## config.mk

```make
export PLATFORM = sky130hd
export DESIGN_NAME = fila_instrucoes_param
export DESIGN_NICKNAME = d
export VERILOG_FILES = /design/src/rtl/fila_instrucoes_param.sv
export SDC_FILE = /design/constraint.sdc
export NUM_CORES = 1
export LEC_CHECK = 0
export BUFFER_PORTS_ARGS = -buffer_cell sky130_fd_sc_hd__buf_4
export CORE_UTILIZATION = 45
export DETAILED_ROUTE_END_ITERATION = 10
export GPL_ROUTABILITY_DRIVEN = 1
export HOLD_SLACK_MARGIN = 0.08
export SLEW_MARGIN = 15
export SYNTH_ARGS = -nofsm -noshare
export SYNTH_HDL_FRONTEND = slang
export SYNTH_SLANG_ARGS = --single-unit
```

## constraint.sdc

```tcl
create_clock -name Clock -period 3.6 [get_ports Clock]
set_input_delay 0.36 -clock Clock [delete_from_list [all_inputs] [get_ports Clock]]
set_output_delay 0.36 -clock Clock [all_outputs]
set_load 0.005 [all_outputs]
```

## src/rtl/fila_instrucoes_param.sv

```systemverilog
// Instruction queue: sequential prefetch into a circular buffer, show-ahead head.
// Optional FILA_STATS_EN adds fetch/dispatch counters and a sticky overflow flag.
module fila_instrucoes_param #(
  parameter int INSTR_W = 16,
  parameter int DEPTH = 16,
  parameter int ADDR_W = 8,
  parameter logic [ADDR_W-1:0] RESET_PC = '0
) (
  input  logic               Clock,
  input  logic               Reset,
  input  logic               Flush,
  input  logic [ADDR_W-1:0]  Flush_PC,
  input  logic               Stall_Fetch,
  output logic               Fetch_Req,
  output logic [ADDR_W-1:0]  Fetch_Addr,
  input  logic [INSTR_W-1:0] Fetch_Data,
  input  logic               Pop,
  output logic [INSTR_W-1:0] Instr_Out,
  output logic               Instr_Valid,
  output logic               Full,
  output logic               Empty,
  output logic [$clog2(DEPTH):0] Count
`ifdef FILA_STATS_EN
  ,
  output logic [31:0]        Fetched_Cnt,
  output logic [31:0]        Dispatched_Cnt,
  output logic               Overflow_Err
`endif
);

  localparam int PW = $clog2(DEPTH);
  localparam int CW = PW + 1;

  logic [ADDR_W-1:0]  pc;
  logic               pend;
  logic [PW-1:0]      head;
  logic [PW-1:0]      tail;
  logic [CW-1:0]      count;
  logic [INSTR_W-1:0] mem [DEPTH];
  logic               push;
  logic               pop_ok;

  assign Empty       = (count == '0);
  assign Full        = (count == CW'(DEPTH));
  assign Count       = count;
  assign Instr_Valid = ~Empty;
  assign Instr_Out   = Empty ? '0 : mem[head];
  assign Fetch_Addr  = pc;

  // Pending response reserves a slot so it can never be dropped.
  assign Fetch_Req = ~Reset & ~Flush & ~Stall_Fetch &
                     ((count + CW'(pend)) < CW'(DEPTH));

  assign push   = pend & ~Flush;
  assign pop_ok = Pop & ~Empty & ~Flush;

  always_ff @(posedge Clock or posedge Reset) begin
    if (Reset) begin
      pc    <= RESET_PC;
      pend  <= 1'b0;
      head  <= '0;
      tail  <= '0;
      count <= '0;
    end else if (Flush) begin
      pc    <= Flush_PC;
      pend  <= 1'b0;
      head  <= '0;
      tail  <= '0;
      count <= '0;
    end else begin
      pend <= Fetch_Req;
      if (Fetch_Req) pc <= pc + ADDR_W'(1);
      if (push) tail <= tail + PW'(1);
      if (pop_ok) head <= head + PW'(1);
      unique case ({push, pop_ok})
        2'b10:   count <= count + CW'(1);
        2'b01:   count <= count - CW'(1);
        default: count <= count;
      endcase
    end
  end

  always_ff @(posedge Clock) begin
    if (push) mem[tail] <= Fetch_Data;
  end

`ifdef FILA_STATS_EN
  always_ff @(posedge Clock or posedge Reset) begin
    if (Reset) begin
      Fetched_Cnt    <= '0;
      Dispatched_Cnt <= '0;
      Overflow_Err   <= 1'b0;
    end else begin
      if (push && Fetched_Cnt != '1)
        Fetched_Cnt <= Fetched_Cnt + 32'd1;
      if (pop_ok && Dispatched_Cnt != '1)
        Dispatched_Cnt <= Dispatched_Cnt + 32'd1;
      if (push && Full)
        Overflow_Err <= 1'b1;
    end
  end
`endif

endmodule

```

==> impl_metrics.ini <==
[setup_path]
critPathKind = reg -> out
cp.arrival_ps = 2940
worst_setup_path_end_kind = output port
cp-start-kind = flop
cp_max_fo = 22
required_ps = 3240

[global_route]
grt_busiest_layer = met2
gr-usage-met3_pct = 2.60
grt_usage_pct = 19.6
gr-usage-met2_pct = 32.1
antenna_found_initial = 0
first_global_vias = 5905
grt_pass1_wl_um = 36500
overflow = 0
grt_max_degree = 39
use_met1_pct = 28.0

[finish]
multiInputGateArea_um2 = 2810
layout.nets = 681
drive_gt1_share_pct = 33.6
register_area_um2 = 8240
design_area_um2 = 13100
area_growth_pct = 17.3
fin_util_pct = 53.9
fill_cells = 1866
antenna_cells = 0

[synth]
yosysWarnings = 0
synth_area_um2 = 11200
ys_seq_area_share_pct = 73.7
synth_area_per_cell_um2 = 20.4
synth-seq-cells = 278
synth-edff-count = 256
ys_async_sr_fraction_pct = 7.91
synth_cell_types = 42
synth_ff_type = edfxtp_1
syn_inst = 547
synthesis.nets = 584

[placed_design]
place_area_um2 = 12200
dp_hpwl_um = 14000
dp_worst_setup_slack_ps = 641
place_congestion = 0.772
port_buffers = 61

[floorplanning]
coreArea_um2 = 24300
initial_core_util_pct = 45.9
io-pin-count = 62
row_count = 57
dieWidth_um = 160
die_h_um = 160
dieArea_um2 = 25500

[detailed_routing]
drc_errors = 0
vias_per_cell = 5.68
via_count = 5602
drtAntennaViolNets = 0
drt_iter0_drc = 544
wire_per_inst_um = 24.5
first_pass_iters = 5
routed_wl_um = 24200

[cts]
cts_buffers = 29
clockBufferDepth = 3
clock-sinks = 278
h-tree-depth = 1
clk_latency_ps = 550
post_cts_buffers = 0
clkSlewWorstSetupHoldPaths_ps = 60
cts_tree = yes
cts-root-buf = clkbuf_16
cts_resized = 0

[power_and_ir_drop]
leakage_uw = 0.00428
ir_drop_v = 0.000396
p_per_area_nw_per_um2 = 618

[timing]
tightest_slew_ps = 1220
max_slew_margin_pct = 18.6
fin_skew_ps = 10.6
max_freq_mhz = 303
finalSetupViolCount = 0
setup_slack_ps = 299
finalHoldViolations = 0
setup_tns_ps = 0
drv_slew = 0
min_period_ps = 3300
period_share_pct = 91.7
rsz0062_at_grt = no

[run_status]
status = finished, final reports clean

[run]
max_cap_violations = 0

[min_path]
hold_path_class = in -> reg
[cell families (layout without fill, tap and decap cells)]
| kind of cell | count (synthesis) | after routing | synth area share, % |
|---|---|---|---|
| AO/OA/AOI/OAI | 26 | 26 | 1.51 |
| XOR/XNOR | 14 | 14 | 1.10 |
| adder cells (fa/ha/maj) | 8 | 8 | 0.896 |
| buffers and inverters | 35 | 151 | 1.49 |
| flip-flops | 278 | 278 | 73.7 |
| multiplexers | 85 | 85 | 16.7 |
| AND/OR/NAND/NOR | 101 | 101 | 4.59 |
[final cells by class]
cell class                      count  share of cell area, %
Clock inverter                      7                  0.391
Clock buffer                       43                   6.17
Tap cell                          324                   3.09
Multi-Input combinational cell    234                   21.4
Timing Repair Buffer               95                   5.88
Sequential cell                   278                   62.9
Inverter                            6                  0.172
[cell usage after synthesis, types with 7 or more instances]
| cell type | count | share of area (%) |
|---|---|---|
| edfxtp_1 | 256 | 69 |
| mux4_2 | 81 | 16 |
| nor2_1 | 32 | 1.1 |
| dfrtp_1 | 22 | 4.9 |
| nand2_1 | 19 | 0.64 |
| and2_1 | 18 | 1.0 |
| clkbuf_1 | 13 | 0.44 |
| o21ai_0 | 9 | 0.40 |
| ha_1 | 8 | 0.90 |
| a21oi_1 | 7 | 0.31 |
| xnor2_1 | 7 | 0.55 |
| xor2_1 | 7 | 0.55 |
[report_power, final]
group          switching [uW]  total (uW)  internal, uW
Clock                    1180        2730          1550
Sequential                153        3730          3580
Combinational             725        1640           919
Total                    2060        8110          6050
[per-stage QoR]
stage               hold slack, ps  instances  power (uW)
floorplan                      349        547        4780
finish                         109        987        8110
global route                   101        987        8440
detailed placement             583        929        5460
global placement               571        929        5430
CTS                           84.1        987        8190
[worst paths after layout]
kind / startpoint / endpoint / slack, ps / cells after the start
worst max-delay path: head[0] / Instr_Out[15] / 300 / 5
worst min-delay path: Fetch_Data[1] / mem[12][1] / 110 / 1
worst max register to register: Count[0] / Count[4] / 630 / 9
worst min register to register: tail[1] / tail[1] / 630 / 2
max in group asynchronous: Reset / head[0] / 2370 / 3
min in group asynchronous: Reset / Fetch_Addr[5] / 610 / 3
[per-layer routing]
| metal | vias to the layer above | wire, um |
|---|---|---|
| met5 | - | 0 |
| met4 | 0 | 445 |
| met3 | 33 | 1090 |
| met2 | 158 | 12000 |
| met1 | 2983 | 10600 |
| li1 | 2428 | - |
[state kept, by name, summed over array words and instances (netlist names)]
name,cells
head,4
Count,5
Fetch_Addr,8
pend,1
tail,4
mem,256
[worst max-delay path, cell delays in order (launching register included)]
cell and delay, ps:
dfrtp_4 750, buf_4 320, mux4_2 530, mux4_2 450, and2_1 190, buf_4 140
[repair_timing]
action	in CTS	in global routing
hold buffers	8	0
endpoints found under the hold margin	29	0
setup endpoints to repair	0	0
[cells in the final DEF (no fill, tap or decap), drive strengths merged, types with 4 or more instances in the layout]
cell type	n
dlygate4sd3	8
mux4	81
mux2i	4
clkbuf	43
inv	8
and2	18
ha	8
nor3	4
a21oi	7
buf	87
dfrtp	22
nor2	32
nand2	19
xnor2	7
edfxtp	256
xor2	7
clkinv	4
nand4	4
nand3	4
o21ai	11
No activity file was read; power rests on OpenSTA's default activity.
